$ cat src/rtl/prim_fifo_sync_rdctl.sv
// Read-side control for a synchronous FIFO: read pointer, occupancy, flags,
// watermark tracking and a sticky pointer-consistency error.
module prim_fifo_sync_rdctl #(
  parameter int Depth = 4,
  parameter int PtrW  = 3
) (
  input  logic            clk_i,
  input  logic            rst_i,
  input  logic            clr_i,
  input  logic [PtrW-1:0] wptr_i,
  input  logic            rready_i,
  input  logic [PtrW-1:0] thresh_i,
  output logic            rvalid_o,
  output logic [PtrW-2:0] raddr_o,
  output logic [PtrW-1:0] rptr_o,
  output logic [PtrW-1:0] depth_o,
  output logic            full_o,
  output logic            empty_o,
  output logic            thresh_o,
  output logic [PtrW-1:0] hiwat_o,
  output logic            err_o
);

  localparam logic [PtrW-1:0] DepthP  = PtrW'(Depth);
  localparam logic [PtrW-2:0] LastIdx = (PtrW-1)'(Depth - 1);

  logic [PtrW-1:0] r_rptr;
  logic            r_thresh;
  logic [PtrW-1:0] r_hiwat;
  logic            r_err;

  logic [PtrW-2:0] w_widx;
  logic [PtrW-2:0] w_ridx;
  logic            w_wph;
  logic            w_rph;
  logic [PtrW-1:0] w_depth;
  logic            w_illegal;
  logic            w_empty;
  logic            w_pop;
  logic [PtrW-1:0] w_rptr_next;

  assign w_widx = wptr_i[PtrW-2:0];
  assign w_ridx = r_rptr[PtrW-2:0];
  assign w_wph  = wptr_i[PtrW-1];
  assign w_rph  = r_rptr[PtrW-1];

  // Differing phases mean the writer has wrapped once more than the reader.
  assign w_depth = (w_wph == w_rph) ? ({1'b0, w_widx} - {1'b0, w_ridx})
                                    : (DepthP - {1'b0, w_ridx} + {1'b0, w_widx});

  assign w_illegal = (w_depth > DepthP) ||
                     ({1'b0, w_widx} >= DepthP) ||
                     ({1'b0, w_ridx} >= DepthP);

  assign w_empty = (w_depth == '0);
  assign w_pop   = rvalid_o & rready_i;

  // Non-power-of-two depths need an explicit wrap back to index 0.
  assign w_rptr_next = (w_ridx == LastIdx) ? {~w_rph, {(PtrW-1){1'b0}}}
                                           : r_rptr + PtrW'(1);

  always_ff @(posedge clk_i or posedge rst_i) begin
    if (rst_i) begin
      r_rptr   <= '0;
      r_thresh <= 1'b0;
      r_hiwat  <= '0;
      r_err    <= 1'b0;
    end else if (clr_i) begin
      r_rptr   <= '0;
      r_thresh <= 1'b0;
      r_hiwat  <= '0;
      r_err    <= 1'b0;
    end else begin
      if (w_pop) begin
        r_rptr <= w_rptr_next;
      end
      r_thresh <= (w_depth >= thresh_i);
      if (w_depth > r_hiwat) begin
        r_hiwat <= w_depth;
      end
      if (w_illegal) begin
        r_err <= 1'b1;
      end
    end
  end

  assign rptr_o   = r_rptr;
  assign raddr_o  = w_ridx;
  assign depth_o  = w_depth;
  assign empty_o  = w_empty;
  assign full_o   = (w_depth == DepthP);
  assign rvalid_o = ~w_empty & ~r_err;
  assign thresh_o = r_thresh;
  assign hiwat_o  = r_hiwat;
  assign err_o    = r_err;

endmodule
$ cat config.mk
export PLATFORM = sky130hd
export DESIGN_NAME = prim_fifo_sync_rdctl
export DESIGN_NICKNAME = d
export VERILOG_FILES = /design/src/rtl/prim_fifo_sync_rdctl.sv
export SDC_FILE = /design/constraint.sdc
export NUM_CORES = 1
export LEC_CHECK = 0
export CAP_MARGIN = 25
export CORE_MARGIN = 1
export CORE_UTILIZATION = 44
export DETAILED_ROUTE_END_ITERATION = 8
export PLACE_DENSITY = 0.78
export RECOVER_POWER = 25
export SLEW_MARGIN = 20
export SYNTH_ARGS = -nofsm -noshare
export SYNTH_HDL_FRONTEND = slang
export SYNTH_SLANG_ARGS = --single-unit
$ cat constraint.sdc
create_clock -name clk_i -period 7.3 [get_ports clk_i]
set_input_delay 1.46 -clock clk_i [delete_from_list [all_inputs] [get_ports clk_i]]
set_output_delay 1.46 -clock clk_i [all_outputs]
set_load 0.05 [all_outputs]
==> impl_results.md <==
* Outcome: completed
* Mean Syn Cell Area at 9.38 um2
* Area contributors post-synth: dfrtp_1 (32%), ha_1 (16%), inv_1 (6.1%)
* RR Startpoint: rptr_o[0]$_DFFE_PP0P_
* Dpl ws at 1840 ps
* GRT overflow at 0
* R2R cell count at 9
* Seq/Total Area, Yosys at 32.3%
* CP Launch Point: wptr_i[0]
* Crit share post-route at 74.8%
* Critical Path AT at 4000 ps
* DRT antenna net count at 0
* Measured slew at the worst slew-check pin at 649 ps
* Clock slew at reported path FFs at 60 ps
* Main synth FF type: dfrtp_1
* Starting Density at 47.6%
* Vias per cell at 5.15
* Initial antenna violation count at 0
* Post-Synthesis Net Count at 85
* First-pass GRT wire length at 2260 um
* CTS Hold Buffers Added at 0
* Largest net degree at the start of global routing at 11
* Synth cell types at 30
* R2r setup slk at 4420 ps
* Rows at 13
* P&R area growth vs syn at 44.0%
* Synth top area share at 32.3%
* CTS Buf Count at 3
* Area after DPL at 870 um2
* Post-synth EDFFs at 0
* Synth async-reset ratio at 100%
* Max Slew Vio Count at 0
* Startpoint type of the worst setup path: input port
* I/O pins at 26
* Worst Setup End Kind: output pin
* Post-synthesis cell count at 66
* DR pass1 iterations at 2
* Routability cong. at 0.746
* Drt total wl at 1410 um
* Max Cap Viol at 0
* Hold Path Class: register to register
* Core Box Area at 0.00130 mm2
* Max IR drop VDD at 0.233 mV
* Clock Path Buffers at 2
* Hold Fails Final Rpt at 0
* DRT iter0 DRCs at 3
* Die width at 39.5 um
* Worst skew pair latency at 260 ps
* Layout cells sized above 1 at 8.79%
* TNS Setup at 0 ps
* Clk sinks at 8
* Synth warn at 0
* Critical path class: input port to output pin
* CTS root buffer: clkbuf_4
* Min Tclk post-route at 5460 ps
* DRC violations left at 0
* CTS H-Tree Depth at 1
* Setup crit end: empty_o
* Power Density at 318 mW/mm2
* Cell area after synthesis at 619 um2
* Die area at 0.00156 mm2
* Min-delay src: err_o$_DFFE_PP0P_
* Setup WS post-layout at 1840 ps
* RSZ-0062 raised after global routing: false
* Via count at 546
* CP Max Fanout at 6
* Fillers at 109
* Post-Route Utilization at 68.6%
* Largest area contributor in the netlist: dfrtp_1
* Slew margin rel. at 56.5%
* Buffers added on ports at 25
* Die H at 39.5 um
* Buffer count from post-CTS setup fixing at 0
* Worst flop-to-flop path endpoint: hiwat_o[1]$_DFFE_PP0P_
* Design area at 892 um2
* DR WL/cell at 13.3 um
* Total GRT Usage at 22.9%
* Placed wire-length estimate at 1070 um
* Vias in the first global route at 526
* Fmax at 183 MHz
* Setup-failing EPs final at 0
* Diodes inserted at 0
* Synthesis-stage register bit count at 8
* Crit path required time at 5840 ps
* Post-CTS resize count at 0
* Leak at 0.000408 uW
* NumNets Final at 112
* CTS tree: done
* Final Skew at 5.83 ps
## flip-flops by register name, summed over array words and instances (netlist names)
| name | cells |
|---|---|
| err_o | 1 |
| hiwat_o | 3 |
| thresh_o | 1 |
| rptr_o | 3 |
## placed cells by master, fill, tap and decap left out, types with 2 or more instances in the layout
| master | netlist | layout |
|---|---|---|
| or3_1 | 2 | 2 |
| o21ai_0 | 2 | 2 |
| clkdlybuf4s50_1 | 0 | 24 |
| ha_1 | 8 | 8 |
| a211oi_1 | 2 | 2 |
| a21oi_1 | 4 | 4 |
| nor2_1 | 6 | 6 |
| dfrtp_1 | 8 | 8 |
| inv_1 | 10 | 10 |
| nor2b_1 | 2 | 2 |
| clkbuf_4 | 0 | 3 |
## worst max-delay path, stage by stage
cell and delay (ps):
clkdlybuf4s50_1 450, inv_1 40, ha_1 180, inv_1 60, fa_1 490, or2b_1 340, nor2_1 150, clkdlybuf4s50_1 820
## synthesized netlist by cell type, types with 2 or more instances
library cell,count
a21oi_1,4
nor2_1,6
inv_1,10
or3_1,2
dfrtp_1,8
nor2b_1,2
a211oi_1,2
ha_1,8
o21ai_0,2
buf_4,2
## metal layers
layer	vias to the layer above	wire [um]	GRT usage, %	part of all wire [%]
met5	-	0	0	0
met4	0	29	12.9	2.1
met3	4	37	4.55	2.6
met2	13	686	39.8	49
met1	254	650	25.4	46
li1	275	-	-	-
## logic make-up after synthesis
logic type	Yosys count	share of synthesized area, %
buf+inv	13	9.09
mux	1	1.62
xor+xnor	2	5.25
flops	8	32.3
simple gates	20	18.4
fa+ha+maj	9	19.4
compound gates	13	13.9
## power by group
group / switching [uW] / internal [uW]
combinational: 118 / 67.0
sequential: 8.03 / 55.1
clock: 16.8 / 18.9
## layout make-up
cell class	instances	area (um2)	area share, %
Multi-Input combinational cell	45	363	40.7
Timing Repair Buffer	25	250	28.1
Sequential cell	8	200	22.4
Inverter	10	37.5	4.21
Clock buffer	3	22.5	2.52
Tap cell	15	18.8	2.10
## through the flow
step | instances | total power [uW] | hold WS [ps]
finish | 106 | 284 | 578
global route | 106 | 305 | 617
CTS | 106 | 285 | 581
detailed placement | 103 | 248 | 564
global placement | 103 | 243 | 553
floorplan | 66 | 193 | 797
## worst min path at each step
stage / to / slack, ps / depth (start not counted)
detailed placement: err_o$_DFFE_PP0P_ / 560 / 2
CTS: err_o$_DFFE_PP0P_ / 580 / 2
global placement: err_o$_DFFE_PP0P_ / 550 / 2
floorplan: hiwat_o[2]$_DFFE_PP0P_ / 800 / 2
finish: err_o$_DFFE_PP0P_ / 580 / 2
global route: hiwat_o[2]$_DFFE_PP0P_ / 620 / 2
No activity file was read; power rests on OpenSTA's default activity.
